--- src/rtl/rsa_sequencer_if.sv ---
// Stream handshake bundle for the RSA sequencer: operand words in, result word out.
interface rsa_sequencer_if #(
  parameter int WIDTH = 8
);
  logic             in_valid;
  logic             in_ready;
  logic [WIDTH-1:0] in_data;
  logic             out_valid;
  logic             out_ready;
  logic [WIDTH-1:0] out_data;
  logic             out_err;

  modport master (
    output in_valid, in_data, out_ready,
    input  in_ready, out_valid, out_data, out_err
  );

  modport slave (
    input  in_valid, in_data, out_ready,
    output in_ready, out_valid, out_data, out_err
  );
endinterface

--- src/rtl/rsa_sequencer.sv ---
// Loads M, E, P, Const over a valid/ready stream, runs the exponentiation unit with a
// timeout guard and returns one result word (or an error flag) per job.
module rsa_sequencer #(
  parameter int WIDTH   = 8,
  parameter int TIMEOUT = 1023
) (
  input  logic             clk,
  input  logic             rst,
  rsa_sequencer_if.slave   bus,
  output logic             rsa_en,
  output logic [WIDTH-1:0] rsa_M,
  output logic [WIDTH-1:0] rsa_E,
  output logic [WIDTH-1:0] rsa_P,
  output logic [WIDTH-1:0] rsa_Const,
  input  logic [WIDTH-1:0] rsa_C,
  input  logic             rsa_eoc,
  output logic             busy
);

  localparam int TW = $clog2(TIMEOUT + 1);
  localparam logic [TW-1:0] TLAST = TW'(TIMEOUT - 1);

  typedef enum logic [2:0] {
    S_IDLE,
    S_LOAD,
    S_CHECK,
    S_RUN,
    S_DONE
  } state_t;

  state_t        state;
  logic [1:0]    widx;
  logic [TW-1:0] tcnt;

  always_ff @(posedge clk) begin
    if (rst) begin
      state         <= S_IDLE;
      widx          <= '0;
      tcnt          <= '0;
      bus.in_ready  <= 1'b1;
      bus.out_valid <= 1'b0;
      bus.out_err   <= 1'b0;
      bus.out_data  <= '0;
      busy          <= 1'b0;
      rsa_en        <= 1'b0;
      rsa_M         <= '0;
      rsa_E         <= '0;
      rsa_P         <= '0;
      rsa_Const     <= '0;
    end else begin
      case (state)
        S_IDLE: begin
          if (bus.in_valid) begin
            rsa_M <= bus.in_data;
            widx  <= 2'd1;
            busy  <= 1'b1;
            state <= S_LOAD;
          end
        end

        S_LOAD: begin
          if (bus.in_valid) begin
            case (widx)
              2'd1:    rsa_E     <= bus.in_data;
              2'd2:    rsa_P     <= bus.in_data;
              default: rsa_Const <= bus.in_data;
            endcase
            // widx wraps to 0 after the Const word, ready for the next job
            widx <= widx + 2'd1;
            if (widx == 2'd3) begin
              bus.in_ready <= 1'b0;
              state        <= S_CHECK;
            end
          end
        end

        S_CHECK: begin
          // An even modulus is rejected without ever starting the unit
          if (!rsa_M[0]) begin
            bus.out_data  <= '0;
            bus.out_err   <= 1'b1;
            bus.out_valid <= 1'b1;
            state         <= S_DONE;
          end else begin
            tcnt   <= '0;
            rsa_en <= 1'b1;
            state  <= S_RUN;
          end
        end

        S_RUN: begin
          tcnt <= tcnt + 1'b1;
          // eoc takes priority over a timeout landing in the same cycle
          if (rsa_eoc) begin
            bus.out_data  <= rsa_C;
            bus.out_err   <= 1'b0;
            bus.out_valid <= 1'b1;
            rsa_en        <= 1'b0;
            state         <= S_DONE;
          end else if (tcnt == TLAST) begin
            bus.out_data  <= '0;
            bus.out_err   <= 1'b1;
            bus.out_valid <= 1'b1;
            rsa_en        <= 1'b0;
            state         <= S_DONE;
          end
        end

        S_DONE: begin
          if (bus.out_ready) begin
            bus.out_valid <= 1'b0;
            bus.in_ready  <= 1'b1;
            busy          <= 1'b0;
            state         <= S_IDLE;
          end
        end

        default: begin
          bus.in_ready  <= 1'b1;
          bus.out_valid <= 1'b0;
          busy          <= 1'b0;
          rsa_en        <= 1'b0;
          state         <= S_IDLE;
        end
      endcase
    end
  end

endmodule

--- src/flat_wrapper.sv ---
// flat-port wrapper written by rule: the top's interface ports become plain ports
module rsa_sequencer_flat 
#(
  parameter int WIDTH   = 8,
  parameter int TIMEOUT = 1023
)
  (clk, rst, rsa_en, rsa_M, rsa_E, rsa_P, rsa_Const, rsa_C, rsa_eoc, busy, bus_in_valid, bus_in_data, bus_out_ready, bus_in_ready, bus_out_valid, bus_out_data, bus_out_err);
  rsa_sequencer_if #(.WIDTH(WIDTH)) bus_i ();
  input  logic clk;
  input  logic rst;
  output logic rsa_en;
  output logic [WIDTH-1:0] rsa_M;
  output logic [WIDTH-1:0] rsa_E;
  output logic [WIDTH-1:0] rsa_P;
  output logic [WIDTH-1:0] rsa_Const;
  input  logic [WIDTH-1:0] rsa_C;
  input  logic rsa_eoc;
  output logic busy;
  input wire logic [$bits(bus_i.in_valid)-1:0] bus_in_valid;
  input wire logic [$bits(bus_i.in_data)-1:0] bus_in_data;
  input wire logic [$bits(bus_i.out_ready)-1:0] bus_out_ready;
  output wire logic [$bits(bus_i.in_ready)-1:0] bus_in_ready;
  output wire logic [$bits(bus_i.out_valid)-1:0] bus_out_valid;
  output wire logic [$bits(bus_i.out_data)-1:0] bus_out_data;
  output wire logic [$bits(bus_i.out_err)-1:0] bus_out_err;
  assign bus_i.in_valid = bus_in_valid;
  assign bus_i.in_data = bus_in_data;
  assign bus_i.out_ready = bus_out_ready;
  assign bus_in_ready = bus_i.in_ready;
  assign bus_out_valid = bus_i.out_valid;
  assign bus_out_data = bus_i.out_data;
  assign bus_out_err = bus_i.out_err;
  rsa_sequencer #(.WIDTH(WIDTH), .TIMEOUT(TIMEOUT)) u_core (.clk(clk), .rst(rst), .bus(bus_i), .rsa_en(rsa_en), .rsa_M(rsa_M), .rsa_E(rsa_E), .rsa_P(rsa_P), .rsa_Const(rsa_Const), .rsa_C(rsa_C), .rsa_eoc(rsa_eoc), .busy(busy));
endmodule
--- config.mk ---
export PLATFORM = sky130hd
export DESIGN_NAME = rsa_sequencer_flat
export DESIGN_NICKNAME = d
export VERILOG_FILES = /design/src/rtl/rsa_sequencer_if.sv /design/src/rtl/rsa_sequencer.sv /design/src/flat_wrapper.sv
export SDC_FILE = /design/constraint.sdc
export NUM_CORES = 1
export LEC_CHECK = 0
export BUFFER_PORTS_ARGS = -buffer_cell sky130_fd_sc_hd__buf_2
export CAP_MARGIN = 10
export CORE_MARGIN = 1.5
export CORE_UTILIZATION = 54
export CTS_BUF_LIST = sky130_fd_sc_hd__clkbuf_4 sky130_fd_sc_hd__clkbuf_8
export CTS_CLUSTER_DIAMETER = 40
export CTS_CLUSTER_SIZE = 30
export DETAILED_ROUTE_END_ITERATION = 12
export PLACE_DENSITY_LB_ADDON = 0.08
export SLEW_MARGIN = 0
export SYNTH_ARGS = -nofsm -noshare
export SYNTH_HDL_FRONTEND = slang
export SYNTH_SLANG_ARGS = --single-unit
--- constraint.sdc ---
create_clock -name clk -period 2 [get_ports clk]
set_input_delay 0.1 -clock clk [delete_from_list [all_inputs] [get_ports clk]]
set_output_delay 0.1 -clock clk [all_outputs]
set_load 0.005 [all_outputs]
==> metrics <==
status=completed; worst skew pair latency=0.34 ns; peak supply drop=0.553 mV; placement row count=24; crit end category=flop; Crit. path cell count=4; total CTS buffers=9; Post-DRT Antenna Nets=0; crit path cell chain=and2b_2 -> o21ai_1 -> or2_1 -> a221oi_1; RSZ-0062 raised after global routing=no; final setup fails=0; FILL cells=369; Final Cycle Share=0.900; CP bufs+invs=0; CP max stage delay=0.61 ns; iteration count of the initial detailed-routing pass=4; Die Height=72.1 µm; largest net degree at the start of global routing=54; CTS HTree Levels=3; HPWL Detailed=4100 µm; Port Buf Inserts=65; Mapped Nets=339; power per cell area=896 nW/µm²; Max Fclk=556 MHz; die area=5190 µm²; Tightest Hold Check Type=in2reg; GP Congestion=0.823; area leader, netlist=dfxtp_1; critical path class=reg2reg; Multi-input gate area=1240 µm²; initial antenna violation count=0; post-DR wirelength/cell=13.8 µm; CTS Sinks=60; top cell type's share of synthesized area=0.466; Root Driver=clkbuf_8; CTS Hold Buffers Added=4; CTS tree=built; post_cts resized=0; Max FO, Critical Path=13; FF/Latch Area=1200 µm²; WHS Path Cells=3; MaxCap Viol Count=0; Avg Cell Area, Syn=8.23 µm²; Synth Register Bits=60; clk buf depth=2; first-pass GRT wire length=9470 µm; Nets=407; setup bufs post-CTS=0; CP delay by family, top=flip-flops; Slew HR=0.367; synth top area cells=dfxtp_1 47%, a21oi_1 10%, nand2_1 8.7%; Critical Path AT=2.03 ns; DRC violations left=0; DR iter-0 viols=214; Main synth FF type=dfxtp_1; Core Box Area=4470 µm²; Slew @ Worst Pin=0.949 ns; Syn Std Cell Area=2570 µm²; DR vias/cell=5.63; ys async rst share=0; Final Core Density=0.704; layout cells sized above 1=0.242; Crit-path slowest cell=dfxtp_1; Slew Limit Fails=0; CP Launch Type=flop; clk_skew=0.00696 ns; post-synthesis sequential area ratio=0.466; ant diodes=0; Final Hold Fails=0; Final min period=1.80 ns; setup_tns=0 ns; Post-synth EDFFs=0; R2R depth=4; vias post-DR=2456; YS warnings=0; GRT Overall Usage=0.235; # IOs=66; GRT Residual Overflow=0; wirelength, routed=6020 µm; area grow syn2layout=22.3%; Worst-path clk slew=0.06 ns; Chip Width=72.1 µm; synthesized instance count=313; initial core utilization=0.576; Cell variety after synth=49; leak pwr=1.30 nW; via count of the first global-routing pass=2078; worst endpoint required time=2.23 ns
==> power by group <==
part | internal [mW] | switching, mW | leakage, nW
Clock | 0.533 | 0.446 | 0.0941
Combinational | 0.208 | 0.288 | 0.718
Sequential | 1.27 | 0.0780 | 0.486
==> area by class of cell <==
class / count / share of cell area
well taps: 52 / 0.0207
flip-flops and latches: 60 / 0.381
repair buffers: 77 / 0.135
multi-input cells: 223 / 0.395
inverters: 10 / 0.0119
clock buffers: 12 / 0.0524
clock inverters: 2 / 0.00318
==> state kept, by name (all words and copies together) (netlist names) <==
signal	flops
u_core.tcnt	10
u_core.bus.out_data	8
u_core.rsa_Const	8
u_core.rsa_E	8
u_core.rsa_M	8
u_core.rsa_P	8
u_core.state	3
u_core.widx	2
u_core.bus.in_ready	1
u_core.bus.out_err	1
u_core.bus.out_valid	1
u_core.busy	1
u_core.rsa_en	1
==> cell usage after synthesis (all sizes together) (2+ instances only) <==
cell / n
a21oi: 53
clkbuf: 14
or4: 3
dfxtp: 60
o311ai: 2
nor2: 11
nand2: 60
buf: 6
a31oi: 3
and2: 3
inv: 10
a311oi: 3
or3: 2
nand3b: 3
nand2b: 2
o21ai: 13
nand3: 27
a211oi: 7
nor3: 2
ha: 5
==> worst register-to-register path, cell delays in order, from the launching register on <==
cell and delay (ns):
dfxtp_1 0.61, and2b_2 0.27, o21ai_1 0.19, or2_1 0.33, a221oi_1 0.30
==> per-stage QoR <==
step / setup WS (ns) / cell area [µm²] / hold slack (ns) / instances / total power, mW
after CTS: 0.198 / 3150 / 0.00130 / 436 / 2.83
after floorplan: 0.378 / 2570 / 0.236 / 313 / 1.68
final: 0.200 / 3150 / 0.00980 / 436 / 2.82
after global routing: 0.0573 / 3150 / 0.0240 / 436 / 2.95
after global placement: 0.322 / 2930 / 0.348 / 418 / 1.85
after detailed placement: 0.206 / 2930 / 0.351 / 418 / 1.86
==> metal layers <==
layer	global-route usage	vias up	share of wire
li1	-	1239	-
met1	0.347	1113	0.49
met2	0.317	94	0.41
met3	0.0736	10	0.078
met4	0.0964	0	0.015
met5	0	-	0
==> cell families after synthesis <==
| logic type | synth area share |
|---|---|
| buffers and inverters | 0.0501 |
| muxes | 0.00389 |
| and+or+nand+nor | 0.247 |
| DFF | 0.466 |
| xor gates and xnor gates | 0.00340 |
| AOI/OAI and AO/OA | 0.205 |
| adders and majority gates | 0.0243 |
==> worst paths after layout <==
path	from	end	slack, ns
hold / removal	rsa_C[4]	u_core.bus.out_data[4]	0.01
hold reg to reg	u_core.rsa_E[0]	u_core.rsa_E[0]	0.45
setup / recovery	u_core.state[1]	u_core.bus.out_valid	0.20
setup reg to reg	u_core.state[1]	u_core.bus.out_valid	0.20
==> cell usage in the layout, fill, tap and decap left out, types with 4 or more instances in the layout <==
cell type and n:
buf_4 8, dlygate4sd3_1 4, dfxtp_1 60, a211oi_1 7, nor2_1 11, ha_1 5
clkbuf_8 12, o21ai_0 12, nand2_1 60, nand3_1 27, a21oi_1 53, inv_1 10
buf_2 65
(Power assumes the default switching activity.)
